===== config.mk =====
export PLATFORM = sky130hd
export DESIGN_NAME = fifo_burst_reader
export DESIGN_NICKNAME = d
export VERILOG_FILES = /design/src/rtl/fifo_rd_pkg.sv /design/src/rtl/rd_out_buf.sv /design/src/rtl/fifo_burst_reader.sv
export SDC_FILE = /design/constraint.sdc
export NUM_CORES = 1
export LEC_CHECK = 0
export BUFFER_PORTS_ARGS = -buffer_cell sky130_fd_sc_hd__buf_2
export CORE_ASPECT_RATIO = 1.4
export CORE_MARGIN = 3
export CORE_UTILIZATION = 45
export DETAILED_ROUTE_END_ITERATION = 12
export GPL_TIMING_DRIVEN = 0
export SLEW_MARGIN = 20
export SYNTH_ARGS = -nofsm -noshare
export SYNTH_HDL_FRONTEND = slang
export SYNTH_SLANG_ARGS = --single-unit

===== constraint.sdc =====
create_clock -name rd_clk_i -period 4.5 [get_ports rd_clk_i]
set_input_delay 1.125 -clock rd_clk_i [delete_from_list [all_inputs] [get_ports rd_clk_i]]
set_output_delay 1.125 -clock rd_clk_i [all_outputs]
set_load 0.01 [all_outputs]

===== src/rtl/fifo_rd_pkg.sv =====
`default_nettype none
// ============================================================================
//  Package     : fifo_rd_pkg
//  Description : Shared types and default widths for the FIFO burst reader.
//                rd_state_t : reader FSM state encoding
//                DATA_LEN_DEF / LEN_W_DEF : default word and length widths
//  Revision    : 1.0 - initial release
// ============================================================================
package fifo_rd_pkg;

  typedef enum logic [1:0] {
    IDLE  = 2'd0,
    RUN   = 2'd1,
    DRAIN = 2'd2,
    DONE  = 2'd3
  } rd_state_t;

  localparam int DATA_LEN_DEF = 16;
  localparam int LEN_W_DEF    = 10;

endpackage : fifo_rd_pkg
`default_nettype wire


===== src/rtl/rd_out_buf.sv =====
`default_nettype none
// ============================================================================
//  Module      : rd_out_buf
//  Description : DEPTH x DATA_LEN circular buffer holding words returned by
//                the FIFO until the stream sink accepts them.
//  Ports       : clk_i   - clock
//                reset_i - synchronous active-high reset (empties buffer)
//                push_i  - write din_i at the tail
//                din_i   - incoming word
//                pop_i   - drop the head word (ignored when empty)
//                dout_o  - head word, 0 while empty
//                count_o - number of stored words
//  Revision    : 1.0 - initial release
// ============================================================================
module rd_out_buf #(
  parameter int DEPTH    = 3,
  parameter int DATA_LEN = 16,
  parameter int CNT_W    = $clog2(DEPTH + 1)
) (
  input  logic                clk_i,
  input  logic                reset_i,
  input  logic                push_i,
  input  logic [DATA_LEN-1:0] din_i,
  input  logic                pop_i,
  output logic [DATA_LEN-1:0] dout_o,
  output logic [CNT_W-1:0]    count_o
);

  localparam int PTR_W = (DEPTH > 1) ? $clog2(DEPTH) : 1;

  logic [DATA_LEN-1:0] mem_q [DEPTH];
  logic [PTR_W-1:0]    wr_ptr_q;
  logic [PTR_W-1:0]    rd_ptr_q;
  logic [CNT_W-1:0]    cnt_q;
  logic                do_pop;
  logic                do_push;

  function automatic logic [PTR_W-1:0] ptr_inc(input logic [PTR_W-1:0] p);
    return (p == PTR_W'(DEPTH - 1)) ? '0 : p + PTR_W'(1);
  endfunction

  assign do_pop  = pop_i && (cnt_q != '0);
  // A push into a full buffer is only accepted when the head leaves on the same edge.
  assign do_push = push_i && ((cnt_q != CNT_W'(DEPTH)) || do_pop);

  always_ff @(posedge clk_i) begin
    if (reset_i) begin
      wr_ptr_q <= '0;
      rd_ptr_q <= '0;
      cnt_q    <= '0;
    end else begin
      if (do_push) wr_ptr_q <= ptr_inc(wr_ptr_q);
      if (do_pop)  rd_ptr_q <= ptr_inc(rd_ptr_q);
      case ({do_push, do_pop})
        2'b10:   cnt_q <= cnt_q + CNT_W'(1);
        2'b01:   cnt_q <= cnt_q - CNT_W'(1);
        default: cnt_q <= cnt_q;
      endcase
    end
  end

  always_ff @(posedge clk_i) begin
    if (do_push) mem_q[wr_ptr_q] <= din_i;
  end

  assign dout_o  = (cnt_q != '0) ? mem_q[rd_ptr_q] : '0;
  assign count_o = cnt_q;

endmodule : rd_out_buf
`default_nettype wire


===== src/rtl/fifo_burst_reader.sv =====
`default_nettype none
// ============================================================================
//  Module      : fifo_burst_reader
//  Description : Read-side master for async_fifo. On start it pulls
//                burst_len words from the FIFO (1-cycle read latency), holds
//                them in a small buffer and hands them off on a valid/ready
//                stream. done pulses once the whole burst has been accepted.
//  Ports       : rd_clk_i      - clock
//                reset_i       - synchronous active-high reset
//                start_i       - begin burst (sampled in IDLE only)
//                burst_len_i   - words to read, captured with start
//                busy_o        - high in RUN and DRAIN
//                done_o        - one-cycle completion pulse
//                read_en_o     - FIFO read request
//                fifo_empty_i  - FIFO empty flag
//                fifo_data_i   - FIFO read data
//                m_data_o      - stream data (buffer head)
//                m_valid_o     - stream valid
//                m_ready_i     - stream ready
//                seq_err_o     - sequence-check flag
//  Macro       : FIFO_BURST_READER_SEQ_CHECK_EN builds the +1 sequence
//                checker; otherwise seq_err_o is tied 0.
//  Revision    : 1.0 - initial release
// ============================================================================
module fifo_burst_reader
  import fifo_rd_pkg::*;
#(
  parameter int DATA_LEN  = DATA_LEN_DEF,
  parameter int LEN_W     = LEN_W_DEF,
  parameter int BUF_DEPTH = 3
) (
  input  logic                rd_clk_i,
  input  logic                reset_i,
  input  logic                start_i,
  input  logic [LEN_W-1:0]    burst_len_i,
  output logic                busy_o,
  output logic                done_o,
  output logic                read_en_o,
  input  logic                fifo_empty_i,
  input  logic [DATA_LEN-1:0] fifo_data_i,
  output logic [DATA_LEN-1:0] m_data_o,
  output logic                m_valid_o,
  input  logic                m_ready_i,
  output logic                seq_err_o
);

  localparam int CNT_W = $clog2(BUF_DEPTH + 1);

  rd_state_t        state_q;
  logic [LEN_W-1:0] len_q;
  logic [LEN_W-1:0] issued_q;
  logic [LEN_W-1:0] sent_q;
  logic             inflight_q;
  logic             busy_q;
  logic             done_q;

  logic [CNT_W-1:0] buf_cnt;
  logic             read_en;
  logic             xfer;
  logic             start_ok;

  // Outstanding words (buffered plus the one on the FIFO data bus) never
  // exceed the buffer depth, so a stalled sink can never cause an overflow.
  assign read_en = !reset_i && (state_q == RUN) && !fifo_empty_i &&
                   (issued_q < len_q) &&
                   ((int'(buf_cnt) + int'(inflight_q)) < BUF_DEPTH);

  assign m_valid_o = (buf_cnt != '0);
  assign xfer      = m_valid_o && m_ready_i;
  assign start_ok  = (state_q == IDLE) && start_i;

  // The word requested on the previous edge is on fifo_data_i now.
  rd_out_buf #(
    .DEPTH    (BUF_DEPTH),
    .DATA_LEN (DATA_LEN),
    .CNT_W    (CNT_W)
  ) u_out_buf (
    .clk_i   (rd_clk_i),
    .reset_i (reset_i),
    .push_i  (inflight_q),
    .din_i   (fifo_data_i),
    .pop_i   (xfer),
    .dout_o  (m_data_o),
    .count_o (buf_cnt)
  );

  always_ff @(posedge rd_clk_i) begin
    if (reset_i) begin
      state_q    <= IDLE;
      len_q      <= '0;
      issued_q   <= '0;
      sent_q     <= '0;
      inflight_q <= 1'b0;
      busy_q     <= 1'b0;
      done_q     <= 1'b0;
    end else begin
      inflight_q <= read_en;
      if (xfer && (sent_q < len_q)) sent_q <= sent_q + LEN_W'(1);
      case (state_q)
        IDLE: begin
          if (start_i) begin
            len_q    <= burst_len_i;
            issued_q <= '0;
            sent_q   <= '0;
            if (burst_len_i == '0) begin
              state_q <= DONE;
              done_q  <= 1'b1;
            end else begin
              state_q <= RUN;
              busy_q  <= 1'b1;
            end
          end
        end
        RUN: begin
          if (read_en) issued_q <= issued_q + LEN_W'(1);
          if (issued_q == len_q) state_q <= DRAIN;
        end
        DRAIN: begin
          if ((sent_q == len_q) && !inflight_q) begin
            state_q <= DONE;
            busy_q  <= 1'b0;
            done_q  <= 1'b1;
          end
        end
        DONE: begin
          state_q <= IDLE;
          done_q  <= 1'b0;
        end
        default: begin
          state_q <= IDLE;
          busy_q  <= 1'b0;
          done_q  <= 1'b0;
        end
      endcase
    end
  end

  assign busy_o    = busy_q;
  assign done_o    = done_q;
  assign read_en_o = read_en;

`ifdef FIFO_BURST_READER_SEQ_CHECK_EN
  logic [DATA_LEN-1:0] seq_ref_q;
  logic                seq_have_q;
  logic                seq_err_q;

  // The first transfer of a burst only seeds the reference value.
  always_ff @(posedge rd_clk_i) begin
    if (reset_i) begin
      seq_ref_q  <= '0;
      seq_have_q <= 1'b0;
      seq_err_q  <= 1'b0;
    end else if (start_ok) begin
      seq_have_q <= 1'b0;
      seq_err_q  <= 1'b0;
    end else if (xfer) begin
      if (seq_have_q && (m_data_o != seq_ref_q + DATA_LEN'(1))) seq_err_q <= 1'b1;
      seq_ref_q  <= m_data_o;
      seq_have_q <= 1'b1;
    end
  end

  assign seq_err_o = seq_err_q;
`else
  logic unused_start_ok;
  assign unused_start_ok = start_ok;
  assign seq_err_o       = 1'b0;
`endif

endmodule : fifo_burst_reader
`default_nettype wire


Word-level counts from Yosys, hierarchy flattened
Memory sizes are Yosys's and may differ from the RTL's. A register that Yosys moved wholly into a read port is not among the register bits.
Cells that the tools add are included.
{"block": "totals", "reg_bits": 41, "ram_bits": 48, "inputBits": 31, "out_inout_bits": 21, "elab_cells": 89, "memories": 1}
{"name": "u_out_buf.mem_q", "words": 3, "width": 16, "rd": 1, "rd_ports_with_merged_regs": 1, "write_ports": 1, "line": "rd_out_buf.sv:31", "rtl": "logic [DATA_LEN-1:0] mem_q [DEPTH];"}
{"block": "classes", "addsub": 7, "n_lt_le_gt_ge": 3, "eq_ne": 16, "muxes": 27, "reduce_logical": 25}
{"op": "$mux W10", "count": 5}
{"op": "$add A10 B1 Y10 const B", "count": 2}
{"op": "$eq A10 B10 Y1", "count": 2}
{"op": "$lt A10 B10 Y1", "count": 2}
{"op": "$pmux W10 S2", "count": 1}
{"op": "$mux W16", "count": 1}
{"op": "$mux W2", "count": 8}
{"op": "$eq A2 B2 Y1 const B", "count": 5}
{"op": "$logic_not A10 Y1", "count": 1}
{"op": "$ne A2 B2 Y1 const B", "count": 5}
{"op": "$logic_and A1 B1 Y1", "count": 9}
{"op": "$mux W1", "count": 8}
{"op": "$pmux W2 S4", "count": 1}
{"op": "$reduce_and A4 Y1", "count": 2}
{"op": "$reduce_bool A2 Y1", "count": 4}
{"op": "$add A2 B1 Y2 const B", "count": 3}
{"op": "$reduce_and A3 Y1", "count": 2}
{"op": "$eq A2 B1 Y1 const B", "count": 2}
{"op": "$ne A2 B1 Y1 const B", "count": 2}
{"op": "$pmux W2 S2", "count": 1}
{"op": "$add A2 B1 Y3", "count": 1}
{"op": "$logic_not A1 Y1", "count": 3}
{"op": "$lt A3 B2 Y1 const B", "count": 1}
{"op": "$pmux W1 S3", "count": 1}
{"op": "other kinds (6)", "count": 6}

Depth between registers and ports, before layout
{"block": "logic_depth", "word_depth": 7, "depth_mapped": 9, "ltp_nobuf": 7}

Modules after synthesis
Synthesis repeated with hierarchy kept, for this count alone.
{"block": "unflattened", "cells_unflattened": 421, "area_unflattened_um2": 4521.8}
{"mod": "fifo_burst_reader", "n_inst": 1, "cells_per_inst": 285, "area_per_inst_um2": 2312.2, "seq_area_each_um2": 700.7}
{"mod": "rd_out_buf", "n_inst": 1, "cells_per_inst": 136, "area_per_inst_um2": 2209.6, "seq_area_each_um2": 1601.5}

Least setup slack after synthesis
OpenSTA, ideal clock, no wires.
{"block": "synth_timing", "kind": "input port to output port", "start": "input reset_i", "end": "output read_en_o", "arrival_ns": 2.047, "required_ns": 3.375, "path_slack_ns": 1.328, "path_stages": 3, "path_buffers": 0, "cell_sequence": "nor3_1 o2111ai_1 a211oi_1"}
{"block": "synth_via", "elab_chain_cells": 5}
{"element": "from (decl)", "line": "fifo_burst_reader.sv:33", "rtl": "input logic reset_i,"}
{"element": "$logic_not A1 Y1", "line": "fifo_burst_reader.sv:64", "rtl": "assign read_en = !reset_i && (state_q == RUN) && !fifo_empty_i &&"}
{"element": "$logic_and A1 B1 Y1 (3 in series)", "line": "fifo_burst_reader.sv:64"}
{"element": "$logic_and A1 B1 Y1", "line": "fifo_burst_reader.sv:65", "rtl": "(issued_q < len_q) &&"}
{"element": "to (decl)", "line": "fifo_burst_reader.sv:38", "rtl": "output logic read_en_o,"}
Every way passes these cells.

Worst setup path in the final report
Ends and elaborated chain as after synthesis.

==> report_table.html <==
<table>
<tr><th>Metric</th><th>Value</th></tr>
<tr><th colspan="2">Outcome</th></tr>
<tr><td>Outcome</td><td>completed</td></tr>
<tr><th colspan="2">Global routing</th></tr>
<tr><td>Total routing resource utilization after global routing</td><td>about a fifth</td></tr>
<tr><td>First-pass GRT wire length</td><td>between 15 and 20 mm</td></tr>
<tr><td>Grt total ovfl</td><td>0</td></tr>
<tr><td>Maximum number of pins on one net before global-route repair</td><td>17</td></tr>
<tr><td>Layer with the highest usage after global routing</td><td>met2</td></tr>
<tr><td>Number of antenna violations at the first check in global routing</td><td>0</td></tr>
<tr><td>Met3 demand-to-capacity share in global routing</td><td>2.96%</td></tr>
<tr><td>Met2 usage in global routing</td><td>roughly 38%</td></tr>
<tr><td>GRT met1 Usage</td><td>20.0%</td></tr>
<tr><td>Via count of the first global-routing pass</td><td>between 3000 and 4000</td></tr>
<tr><th colspan="2">Synth</th></tr>
<tr><td>Yosys top cell area share</td><td>approximately 32%</td></tr>
<tr><td>Number of storage elements in the synthesis netlist</td><td>between 90 and 100</td></tr>
<tr><td>Library cell with the highest instance count after synthesis</td><td>sky130_fd_sc_hd__a21oi_1</td></tr>
<tr><td>Primary flip-flop cell chosen by synthesis mapping</td><td>sky130_fd_sc_hd__edfxtp_1</td></tr>
<tr><td>Post-synthesis sequential area ratio</td><td>51.8%</td></tr>
<tr><td>Number of nets in the synthesized netlist</td><td>between 400 and 500</td></tr>
<tr><td>Count of different cell masters after synthesis</td><td>58</td></tr>
<tr><td>Synthesized instance count</td><td>437</td></tr>
<tr><td>Warnings, synthesis</td><td>0</td></tr>
<tr><td>Most numerous cell types in the synthesized netlist</td><td>sky130_fd_sc_hd__a21oi_1 (55), sky130_fd_sc_hd__edfxtp_1 (48), sky130_fd_sc_hd__nor2_1 (48)</td></tr>
<tr><td>Post-synthesis area per instance</td><td>10.2 um^2</td></tr>
<tr><td>Count of flip-flops with a built-in enable after synthesis</td><td>48</td></tr>
<tr><td>Async S/R FF share, synth</td><td>0%</td></tr>
<tr><td>Cell Area, Synth</td><td>between 4000 and 5000 um^2</td></tr>
<tr><td>Top cells by area, synth</td><td>sky130_fd_sc_hd__edfxtp_1 (32%), sky130_fd_sc_hd__dfxtp_1 (19%), sky130_fd_sc_hd__ha_1 (8.4%)</td></tr>
<tr><td>Post-synth top area cell</td><td>sky130_fd_sc_hd__edfxtp_1</td></tr>
<tr><th colspan="2">Placed design</th></tr>
<tr><td>Half-perimeter wire length after detailed placement</td><td>between 7 and 8 mm</td></tr>
<tr><td>Placed instance area</td><td>a little under 5000 um^2</td></tr>
<tr><td>Final RePlAce weighted congestion</td><td>about 0.86</td></tr>
<tr><td>Total of buffers placed on input and output ports</td><td>50</td></tr>
<tr><th colspan="2">Critical path</th></tr>
<tr><td>End of the worst register-to-register path</td><td>issued_q[5]</td></tr>
<tr><td>Data arrival time of the critical path</td><td>approximately 2500 ps</td></tr>
<tr><td>Crit path capture type</td><td>output pin</td></tr>
<tr><td>Startpoint of the worst register-to-register path</td><td>issued_q[4]</td></tr>
<tr><td>Worst setup SP type</td><td>input port</td></tr>
<tr><td>Endpoint of the most critical setup path</td><td>read_en_o</td></tr>
<tr><td>Register-to-register setup slack</td><td>approximately 1900 ps</td></tr>
<tr><td>Critical Path Source</td><td>reset_i</td></tr>
<tr><td>Length in cells of the worst reg-to-reg path</td><td>7</td></tr>
<tr><td>Maximum fanout along the worst path</td><td>6</td></tr>
<tr><td>Startpoint-to-endpoint class of the critical path</td><td>input port to output pin</td></tr>
<tr><td>Worst endpoint required time</td><td>around 3400 ps</td></tr>
<tr><th colspan="2">Clock network</th></tr>
<tr><td>Clock slew at reported path FFs</td><td>~70 ps</td></tr>
<tr><td>Clock tree from TritonCTS</td><td>built</td></tr>
<tr><td>Post-CTS Resized</td><td>0</td></tr>
<tr><td>Cts hold-fix bufs</td><td>0</td></tr>
<tr><td>Clk Latency, worst-skew pair</td><td>340 ps</td></tr>
<tr><td>H-tree depth</td><td>3</td></tr>
<tr><td>TritonCTS buffer count</td><td>9</td></tr>
<tr><td>Number of clock sinks</td><td>91</td></tr>
<tr><td>Post-CTS Setup Repair Bufs</td><td>0</td></tr>
<tr><td>Max Buffers Root-to-Sink</td><td>2</td></tr>
<tr><td>Master cell of the clock root buffer</td><td>sky130_fd_sc_hd__clkbuf_16</td></tr>
<tr><th colspan="2">Route</th></tr>
<tr><td># DRC</td><td>0</td></tr>
<tr><td>Iteration-0 DRC count of the detailed router</td><td>~120</td></tr>
<tr><td>Routed Antenna Nets</td><td>0</td></tr>
<tr><td>Final routed wire length divided by cell count</td><td>15.9 um</td></tr>
<tr><td>Total vias in the final route</td><td>~3500</td></tr>
<tr><td>Number of detailed-routing iterations run before antenna repair</td><td>5</td></tr>
<tr><td>Post-detailed-routing wire length</td><td>approximately 10 mm</td></tr>
<tr><td>Post-detailed-route via-to-cell ratio</td><td>~5.5</td></tr>
<tr><th colspan="2">Power</th></tr>
<tr><td>Peak VDD IR</td><td>224 uV</td></tr>
<tr><td>Leak pwr</td><td>2.01 nW</td></tr>
<tr><td>Post-layout power</td><td>0.00231 W</td></tr>
<tr><td>Power per Cell Area</td><td>roughly 440 nW/um^2</td></tr>
<tr><th colspan="2">STA</th></tr>
<tr><td>Worst-Margin Slew</td><td>approximately 770 ps</td></tr>
<tr><td>Minimum clock period after layout</td><td>approximately 3600 ps</td></tr>
<tr><td>Final hold violation count</td><td>0</td></tr>
<tr><td>Pins over their slew limit</td><td>0</td></tr>
<tr><td>Fmax</td><td>approximately 0.28 GHz</td></tr>
<tr><td>RSZ-0062 raised after global routing</td><td>false</td></tr>
<tr><td>Final Cycle Share</td><td>between 70% and 80%</td></tr>
<tr><td>Summed negative setup slack over all endpoints</td><td>0 ps</td></tr>
<tr><td>Max-slew headroom</td><td>approximately 48%</td></tr>
<tr><td>Endpoints failing setup</td><td>0</td></tr>
<tr><td>Final clock skew</td><td>approximately 5.6 ps</td></tr>
<tr><th colspan="2">Layout</th></tr>
<tr><td>Number of filler cells placed in the layout</td><td>930</td></tr>
<tr><td>Layout cell share with drive strength beyond 1</td><td>between 10% and 20%</td></tr>
<tr><td>Number of nets in the layout</td><td>approximately 560</td></tr>
<tr><td>Post-route standard cell area excluding fillers</td><td>~5200 um^2</td></tr>
<tr><td>Area growth syn-to-layout</td><td>17.5%</td></tr>
<tr><td>N_diodes</td><td>0</td></tr>
<tr><th colspan="2">Floorplan</th></tr>
<tr><td>Number of rows in the core area</td><td>42</td></tr>
<tr><td>IO Count</td><td>52</td></tr>
<tr><td>Core area</td><td>between 9000 and 10000 um^2</td></tr>
<tr><td>Die Footprint</td><td>about 11000 um^2</td></tr>
<tr><td>Effective utilization at floorplan</td><td>a little under half</td></tr>
<tr><td>Height of the chip</td><td>~120 um</td></tr>
<tr><td>Horizontal extent of the die</td><td>approximately 90 um</td></tr>
<tr><th colspan="2">Job</th></tr>
<tr><td>Max-cap viol count</td><td>0</td></tr>
<tr><th colspan="2">Min path</th></tr>
<tr><td>Worst hold-check path type</td><td>register to register</td></tr>
</table>
-- metal layers --
| metal | share of wire (%) | wire length (um) | up-vias |
|---|---|---|---|
| met5 | 0 | 0 | - |
| met4 | 2.8 | 282 | 0 |
| met3 | 3.1 | 318 | 20 |
| met2 | 54 | 5440 | 88 |
| met1 | 40 | 4080 | 1638 |
| li1 | - | - | 1734 |
-- critical path: stages --
cell and delay (ps):
sky130_fd_sc_hd__buf_2 140, sky130_fd_sc_hd__nor3_1 180, sky130_fd_sc_hd__o2111ai_1 280, sky130_fd_sc_hd__a211oi_1 520, sky130_fd_sc_hd__buf_2 220
-- logic make-up (layout without fill, tap and decap cells) --
logic type / after synthesis / in the layout / synth area share (%)
other: 1 / 1 / 0.0844
and+or+nand+nor: 145 / 145 / 15.8
DFF: 91 / 91 / 51.8
AOI/OAI and AO/OA: 107 / 107 / 15.4
xor gates and xnor gates: 2 / 2 / 0.394
buffers and inverters: 43 / 112 / 3.94
adders and majority gates: 30 / 30 / 8.45
muxes: 18 / 18 / 4.11
-- per-stage QoR --
step                      hold slack, ps  instances  setup slack [ps]  util, %
after global placement               444        619               581     50.8
after global routing                 477        638               774     54.6
after floorplan                      436        437              1330        -
final                                459        638               912     54.6
after CTS                            457        638               910     54.6
after detailed placement             448        622               922     51.2
-- where the power goes --
part           leakage, nW  internal [W]  switching (W)  total (W)
clock                0.158      0.000493       0.000321   0.000814
sequential           0.781      0.000923      0.0000321   0.000955
combinational         1.07      0.000201       0.000337   0.000539
total                 2.01       0.00162       0.000690    0.00231
-- final cells by class --
| type | count | area [um^2] | area share [%] |
|---|---|---|---|
| sequential | 91 | 2300 | 44.1 |
| clock inverter | 6 | 95.1 | 1.82 |
| inverter | 24 | 90.1 | 1.73 |
| timing repair buffer | 53 | 277 | 5.30 |
| tap | 132 | 165 | 3.16 |
| buffer | 19 | 85.1 | 1.63 |
| multi-input combinational | 303 | 1980 | 37.9 |
| clock buffer | 10 | 229 | 4.39 |
-- worst min path at each step --
stage,startpoint,endpoint,cells past startpoint
after global placement,len_q[3],len_q[3],2
after global routing,len_q[5],len_q[5],2
after floorplan,len_q[1],len_q[1],2
final,len_q[9],len_q[9],2
after CTS,len_q[9],len_q[9],2
after detailed placement,len_q[9],len_q[9],2
-- layout by cell type (no fill, tap or decap), types with 6 or more instances in the layout --
master,count
sky130_fd_sc_hd__a21oi_1,55
sky130_fd_sc_hd__clkbuf_16,9
sky130_fd_sc_hd__edfxtp_1,48
sky130_fd_sc_hd__o31ai_1,7
sky130_fd_sc_hd__inv_1,24
sky130_fd_sc_hd__or4_1,8
sky130_fd_sc_hd__ha_1,30
sky130_fd_sc_hd__nand3_1,16
sky130_fd_sc_hd__clkbuf_1,16
sky130_fd_sc_hd__buf_2,52
sky130_fd_sc_hd__mux2i_1,16
sky130_fd_sc_hd__nand2_1,37
sky130_fd_sc_hd__and3_1,6
sky130_fd_sc_hd__dfxtp_1,43
sky130_fd_sc_hd__nor2_1,48
-- flip-flops by register name, indices dropped and copies added, names as in the netlist, named ones only --
register,cells
state_q,2
u_out_buf.rd_ptr_q,2
issued_q,10
inflight_q,1
len_q,10
sent_q,10
u_out_buf.count_o,2
done_o,1
u_out_buf.wr_ptr_q,2
busy_o,1
u_out_buf.mem_q,48
No activity file was read; power rests on OpenSTA's default activity.
